===== src/rtl/hot_page_addr_writer.sv =====
`default_nettype none
// =============================================================================
// Module   : hot_page_addr_writer
// Desc     : Packs 16 hot page numbers per 64B line and writes each line to a
//            host ring with single-beat AXI4 writes. HOT_PAGE_WR_DEDUP_EN
//            drops page numbers already present in the line being packed.
// Revision : 1.0 - initial release
// =============================================================================
module hot_page_addr_writer #(
    parameter int          RING_LINES    = 64,
    parameter int          FLUSH_TIMEOUT = 1024,
    parameter logic [11:0] AWID_VAL      = 12'h0
) (
    input  logic         axi4_mm_clk,
    input  logic         axi4_mm_rst,
    input  logic [63:0]  hot_addr,
    input  logic         hot_addr_valid,
    output logic         hot_addr_ready,
    input  logic [63:0]  ring_base_pAddr,
    input  logic         ring_enable,
    input  logic [63:0]  cons_idx,
    input  logic [5:0]   csr_awuser,
    output logic [11:0]  awid,
    output logic [63:0]  awaddr,
    output logic [5:0]   awuser,
    output logic         awvalid,
    input  logic         awready,
    output logic [511:0] wdata,
    output logic [63:0]  wstrb,
    output logic         wlast,
    output logic         wvalid,
    input  logic         wready,
    input  logic [11:0]  bid,
    input  logic [1:0]   bresp,
    input  logic         bvalid,
    output logic         bready,
    output logic [63:0]  prod_idx,
    output logic         wr_err,
    output logic [31:0]  dedup_cnt
);
    localparam int IDX_W = $clog2(RING_LINES);
    localparam int TMR_W = (FLUSH_TIMEOUT > 0) ? $clog2(FLUSH_TIMEOUT + 1) : 1;
    localparam logic [TMR_W-1:0] TMR_MAX = TMR_W'(FLUSH_TIMEOUT);

    typedef enum logic [1:0] {
        ST_IDLE   = 2'd0,
        ST_SEND   = 2'd1,
        ST_WAIT_B = 2'd2
    } state_t;

    state_t             state;
    logic [511:0]       pack;
    logic [4:0]         fill;
    logic [TMR_W-1:0]   timer;
    logic [63:0]        issue_idx;
    logic               run;
    logic               active;
    logic               ring_full;
    logic               line_ready;
    logic               capture;
    logic               accept;
    logic               dup_hit;
    logic [31:0]        page;
    logic               unused_inputs;

    assign page          = hot_addr[43:12];
    assign unused_inputs = ^{bid, hot_addr[63:44], hot_addr[11:0]};

    assign active     = ring_enable & (ring_base_pAddr != 64'd0);
    assign ring_full  = (issue_idx - cons_idx) >= 64'(RING_LINES);
    assign line_ready = (fill == 5'd16) ||
                        ((FLUSH_TIMEOUT != 0) && (fill != 5'd0) && (timer == TMR_MAX));
    assign capture    = (state == ST_IDLE) & line_ready & ~ring_full & active;

    // Ready is held low in the capture cycle so an entry never races the buffer clear.
    assign hot_addr_ready = run & active & (fill < 5'd16) & ~capture;
    assign accept         = hot_addr_valid & hot_addr_ready;

    assign awid   = AWID_VAL;
    assign wstrb  = '1;
    assign wlast  = 1'b1;
    assign bready = 1'b1;

`ifdef HOT_PAGE_WR_DEDUP_EN
    logic [15:0] slot_match;
    logic [31:0] dedup_q;

    for (genvar i = 0; i < 16; i++) begin : g_dedup
        assign slot_match[i] = (pack[i*32 +: 32] == page) && (5'(i) < fill);
    end
    assign dup_hit   = |slot_match;
    assign dedup_cnt = dedup_q;

    always_ff @(posedge axi4_mm_clk or posedge axi4_mm_rst) begin
        if (axi4_mm_rst) begin
            dedup_q <= '0;
        end else if (accept && dup_hit && (dedup_q != 32'hFFFF_FFFF)) begin
            dedup_q <= dedup_q + 32'd1;
        end
    end
`else
    assign dup_hit   = 1'b0;
    assign dedup_cnt = 32'd0;
`endif

    always_ff @(posedge axi4_mm_clk or posedge axi4_mm_rst) begin
        if (axi4_mm_rst) begin
            pack  <= '0;
            fill  <= '0;
            timer <= '0;
        end else if (capture) begin
            pack  <= '0;
            fill  <= '0;
            timer <= '0;
        end else if (accept) begin
            timer <= '0;
            if (!dup_hit) begin
                pack[{fill[3:0], 5'd0} +: 32] <= page;
                fill                          <= fill + 5'd1;
            end
        end else if ((fill != 5'd0) && (timer != TMR_MAX)) begin
            timer <= timer + 1'b1;
        end
    end

    always_ff @(posedge axi4_mm_clk or posedge axi4_mm_rst) begin
        if (axi4_mm_rst) begin
            state     <= ST_IDLE;
            run       <= 1'b0;
            awvalid   <= 1'b0;
            wvalid    <= 1'b0;
            awaddr    <= '0;
            awuser    <= '0;
            wdata     <= '0;
            issue_idx <= '0;
            prod_idx  <= '0;
            wr_err    <= 1'b0;
        end else begin
            run <= 1'b1;
            case (state)
                ST_IDLE: begin
                    if (capture) begin
                        wdata     <= pack;
                        awaddr    <= ring_base_pAddr + 64'({issue_idx[IDX_W-1:0], 6'd0});
                        awuser    <= csr_awuser;
                        awvalid   <= 1'b1;
                        wvalid    <= 1'b1;
                        issue_idx <= issue_idx + 64'd1;
                        state     <= ST_SEND;
                    end
                end
                ST_SEND: begin
                    if (awready) awvalid <= 1'b0;
                    if (wready)  wvalid  <= 1'b0;
                    if ((~awvalid | awready) & (~wvalid | wready)) begin
                        state <= ST_WAIT_B;
                    end
                end
                ST_WAIT_B: begin
                    // Error responses still advance the producer index to keep ring order.
                    if (bvalid) begin
                        prod_idx <= prod_idx + 64'd1;
                        wr_err   <= wr_err | (bresp != 2'b00);
                        state    <= ST_IDLE;
                    end
                end
                default: state <= ST_IDLE;
            endcase
        end
    end
endmodule
`default_nettype wire


===== config.mk =====
export PLATFORM = sky130hd
export DESIGN_NAME = hot_page_addr_writer
export DESIGN_NICKNAME = d
export VERILOG_FILES = /design/src/rtl/hot_page_addr_writer.sv
export SDC_FILE = /design/constraint.sdc
export NUM_CORES = 2
export LEC_CHECK = 0
export BUFFER_PORTS_ARGS = -buffer_cell sky130_fd_sc_hd__buf_4
export CAP_MARGIN = 20
export CORE_AREA = 4 4 379 381
export DETAILED_ROUTE_END_ITERATION = 8
export DIE_AREA = 0 0 383 385
export MAX_ROUTING_LAYER = met4
export PLACE_DENSITY = 0.61
export SKIP_LAST_GASP = 1
export SYNTH_ARGS = -nofsm -noshare
export SYNTH_HDL_FRONTEND = slang
export SYNTH_SLANG_ARGS = --single-unit

===== constraint.sdc =====
create_clock -name axi4_mm_clk -period 98.4 [get_ports axi4_mm_clk]
set_clock_uncertainty 0.15 [all_clocks]
set_input_delay 4.92 -clock axi4_mm_clk [delete_from_list [all_inputs] [get_ports axi4_mm_clk]]
set_output_delay 4.92 -clock axi4_mm_clk [all_outputs]
set_load 0.005 [all_outputs]

==> metrics.txt <==
Critical R2R Launch issue_idx[28]; distinct cell type count after synthesis 81; largest net degree at the start of global routing 186; relative slew slack 24.3%; largest family of logic cells by synthesized area simple AND/OR/NAND/NOR gates; CTS sink count 1244; Hold Crit Endpoint prod_idx[63]; hold path depth 1; post-cts sizing count 0; Die Y-Extent 385 um; first-pass GRT wire length 281 mm; TritonCTS clock tree done; max-slew violation count 0; Synth Area in XOR/XNOR 3.51%; synthesized area 56400 um^2; DP HPWL 132 mm; total global routing overflow 0; Synth Area in Adders 1.74%; via count 42.2k; Vias/cell 5.29; EDFF count, synth 0; Clk pin slew, worst setup/hold paths 0.06 ns; RR Endpoint wdata[62]; drt first pass iters 5; #FFs+latches synth 1244; outcome finished, final reports clean; Final TNS setup 0 ns; Synth area leaders dfrtp_1 55%, mux2_2 9.6%, nand2_1 8.0%; # rows 138; minimum clock period 14.51 ns; maximum buffer depth of the clock tree 3; CTS root buf clkbuf_16; crit path DAT 9.44 ns; DRT antenna net count 0; Final Cycle Share 14.7%; pre-CTS WS 83.96 ns; top cells by count, synth 1244 x dfrtp_1, 1196 x nand2_1, 613 x a21oi_1; worst hold start prod_idx[63]; core area 141000 um^2; most frequent cell after synthesis dfrtp_1; layout net count 6275; Post-synth top flop dfrtp_1; crit path kind input pin to output pin; htree depth 4; Startpoint Class input pin; Max Fclk 68.9 MHz; DIE WIDTH 383 um; total I/O pin count 979; Die ar. 147000 um^2; starting density of the core 40.1%; Residual DRC 0; Worst setup EP type output pin; simple-gate share of the synthesized area 13.8%; CTS Hold Bufs 0; Max-cap violations 0; area occupied by multi-input gates 22400 um^2; number of buffers added on ports 824; fillers 13.1k; Power Dens Cells 19.3 nW/um^2; Synth warnings 0; HP Class flop to flop; Final WS setup 83.89 ns; DR iter-0 viols 3145; post-CTS setup repair buffer count 0; Synth Instances 5326; Synth Area in Compound Gates 8.18%; cell taking the most area after synthesis dfrtp_1; vias in the first global route 41.5k; initial antenna violation count 8; CTS Buf Count 138; worst skew pair latency 0.76 ns; leakage power 33.2 nW; flop-to-flop setup slack 88.36 ns; RSZ-0062 raised after global routing false; RD Place Congestion 0.910; Crit path required time 93.33 ns; synthesized area per cell 10.6 um^2; register area 31100 um^2; Global Route Usage Sum 26.2%; Crit Path Max Fanout 11; Max IR drop VDD 0.0139 mV; final setup vio count 0; wire per inst 24.2 um; ys async rst share 100%; R2R depth 18; Worst-Margin Slew 1.13 ns; final hold viol count 0; top-area cell type share of the netlist area 55.2%; mux share of post-synthesis cell area 11.8%; drt total wl 193 mm; register area share after synthesis 55.2%; Area Growth Syn to Fin 20.1%; layout cells sized above 1 26.5%
kinds of logic (layout without fill, tap and decap cells):
family	count (synthesis)	count (layout)
xor gates and xnor gates	226	226
AOI/OAI and AO/OA	827	827
and+or+nand+nor	1785	1785
buffers and inverters	576	1225
adders and majority gates	77	77
DFF	1244	1244
muxes	589	589
other	2	116
layout by cell type, fill, tap and decap left out, types with 10 or more instances in the layout:
master / n
xnor2_1: 175
o21a_1: 15
or3_1: 12
nor4_1: 30
and4_1: 18
bufinv_16: 12
clkbuf_8: 29
and2_1: 25
conb_1: 111
xor2_1: 51
and3_1: 59
nor2b_1: 14
buf_4: 878
o21bai_1: 10
clkinv_2: 18
a21o_1: 12
nand3_1: 102
nand2b_1: 12
nand2_1: 1194
nor3_1: 33
clkbuf_1: 28
mux2_1: 102
ha_1: 75
clkbuf_16: 141
nor2_1: 130
mux2_2: 481
a21oi_1: 613
o21ai_1: 13
o21ai_0: 63
inv_1: 97
dfrtp_1: 1244
nand4_1: 112
layout make-up:
class                   count  share of cell area, %
diodes                      5                 0.0185
clock buffers             198                   5.96
clock inverters            47                   1.01
inverters                  98                  0.554
multi-input cells        3615                   33.1
flip-flops and latches   1244                   46.0
well taps                1890                   3.49
repair buffers            882                   9.86
critical path: stages:
cell,delay (ns)
buf_4,0.08
inv_1,0.10
ha_1,0.56
nand4_1,0.33
nor4_1,1.03
nand2_1,0.11
a21oi_1,0.24
nor2_1,0.15
a32oi_1,0.31
nand4_1,0.13
nor4_1,0.47
nand4_1,0.24
nor4_4,0.40
nor2b_1,0.19
buf_4,0.18
registers in the layout, indices dropped and copies added, names as in the netlist:
signal / cells
pack: 512
awaddr: 64
wdata: 512
state: 2
awvalid: 1
timer: 11
fill: 5
run: 1
prod_idx: 64
issue_idx: 64
wvalid: 1
wr_err: 1
awuser: 6
per-layer routing:
layer	vias to the layer above	wire length (um)	global-route usage [%]
met5	-	0	-
met4	0	6690	8.22
met3	286	16500	7.89
met2	1317	89600	40.7
met1	21456	80200	33.0
li1	19127	-	-
worst max path at each step:
stage          slack (ns)  cells after the start        endpoint    startpoint
6_report            83.89                     15  hot_addr_ready  cons_idx[29]
5_1_grt             83.80                     15  hot_addr_ready  cons_idx[40]
4_1_cts             84.01                     15  hot_addr_ready  cons_idx[40]
3_5_place_dp        83.96                     20       wdata[44]  cons_idx[40]
3_3_place_gp        83.95                     20      wdata[107]  cons_idx[40]
2_1_floorplan       58.28                      1       awaddr[0]   axi4_mm_rst
through the flow:
step	util, %	cells	total power [W]	area [um^2]	hold WS (ns)
after floorplan	-	5435	0.000730	56800	0.312
after global placement	44.8	7728	0.000770	63000	0.313
after detailed placement	44.8	7728	0.000779	63000	0.318
after CTS	48.2	7973	0.00132	67700	0.328
after global routing	48.2	7975	0.00137	67700	0.347
final	48.2	7979	0.00131	67700	0.328
power by group:
| part | internal (W) | switching [W] | leakage, nW |
|---|---|---|---|
| Sequential | 0.000585 | 0.0000412 | 17.1 |
| Combinational | 0.0000559 | 0.0000875 | 13.8 |
| Clock | 0.000319 | 0.000219 | 2.31 |
| Total | 0.000959 | 0.000348 | 33.2 |
Power figures use the tool's default switching activity.
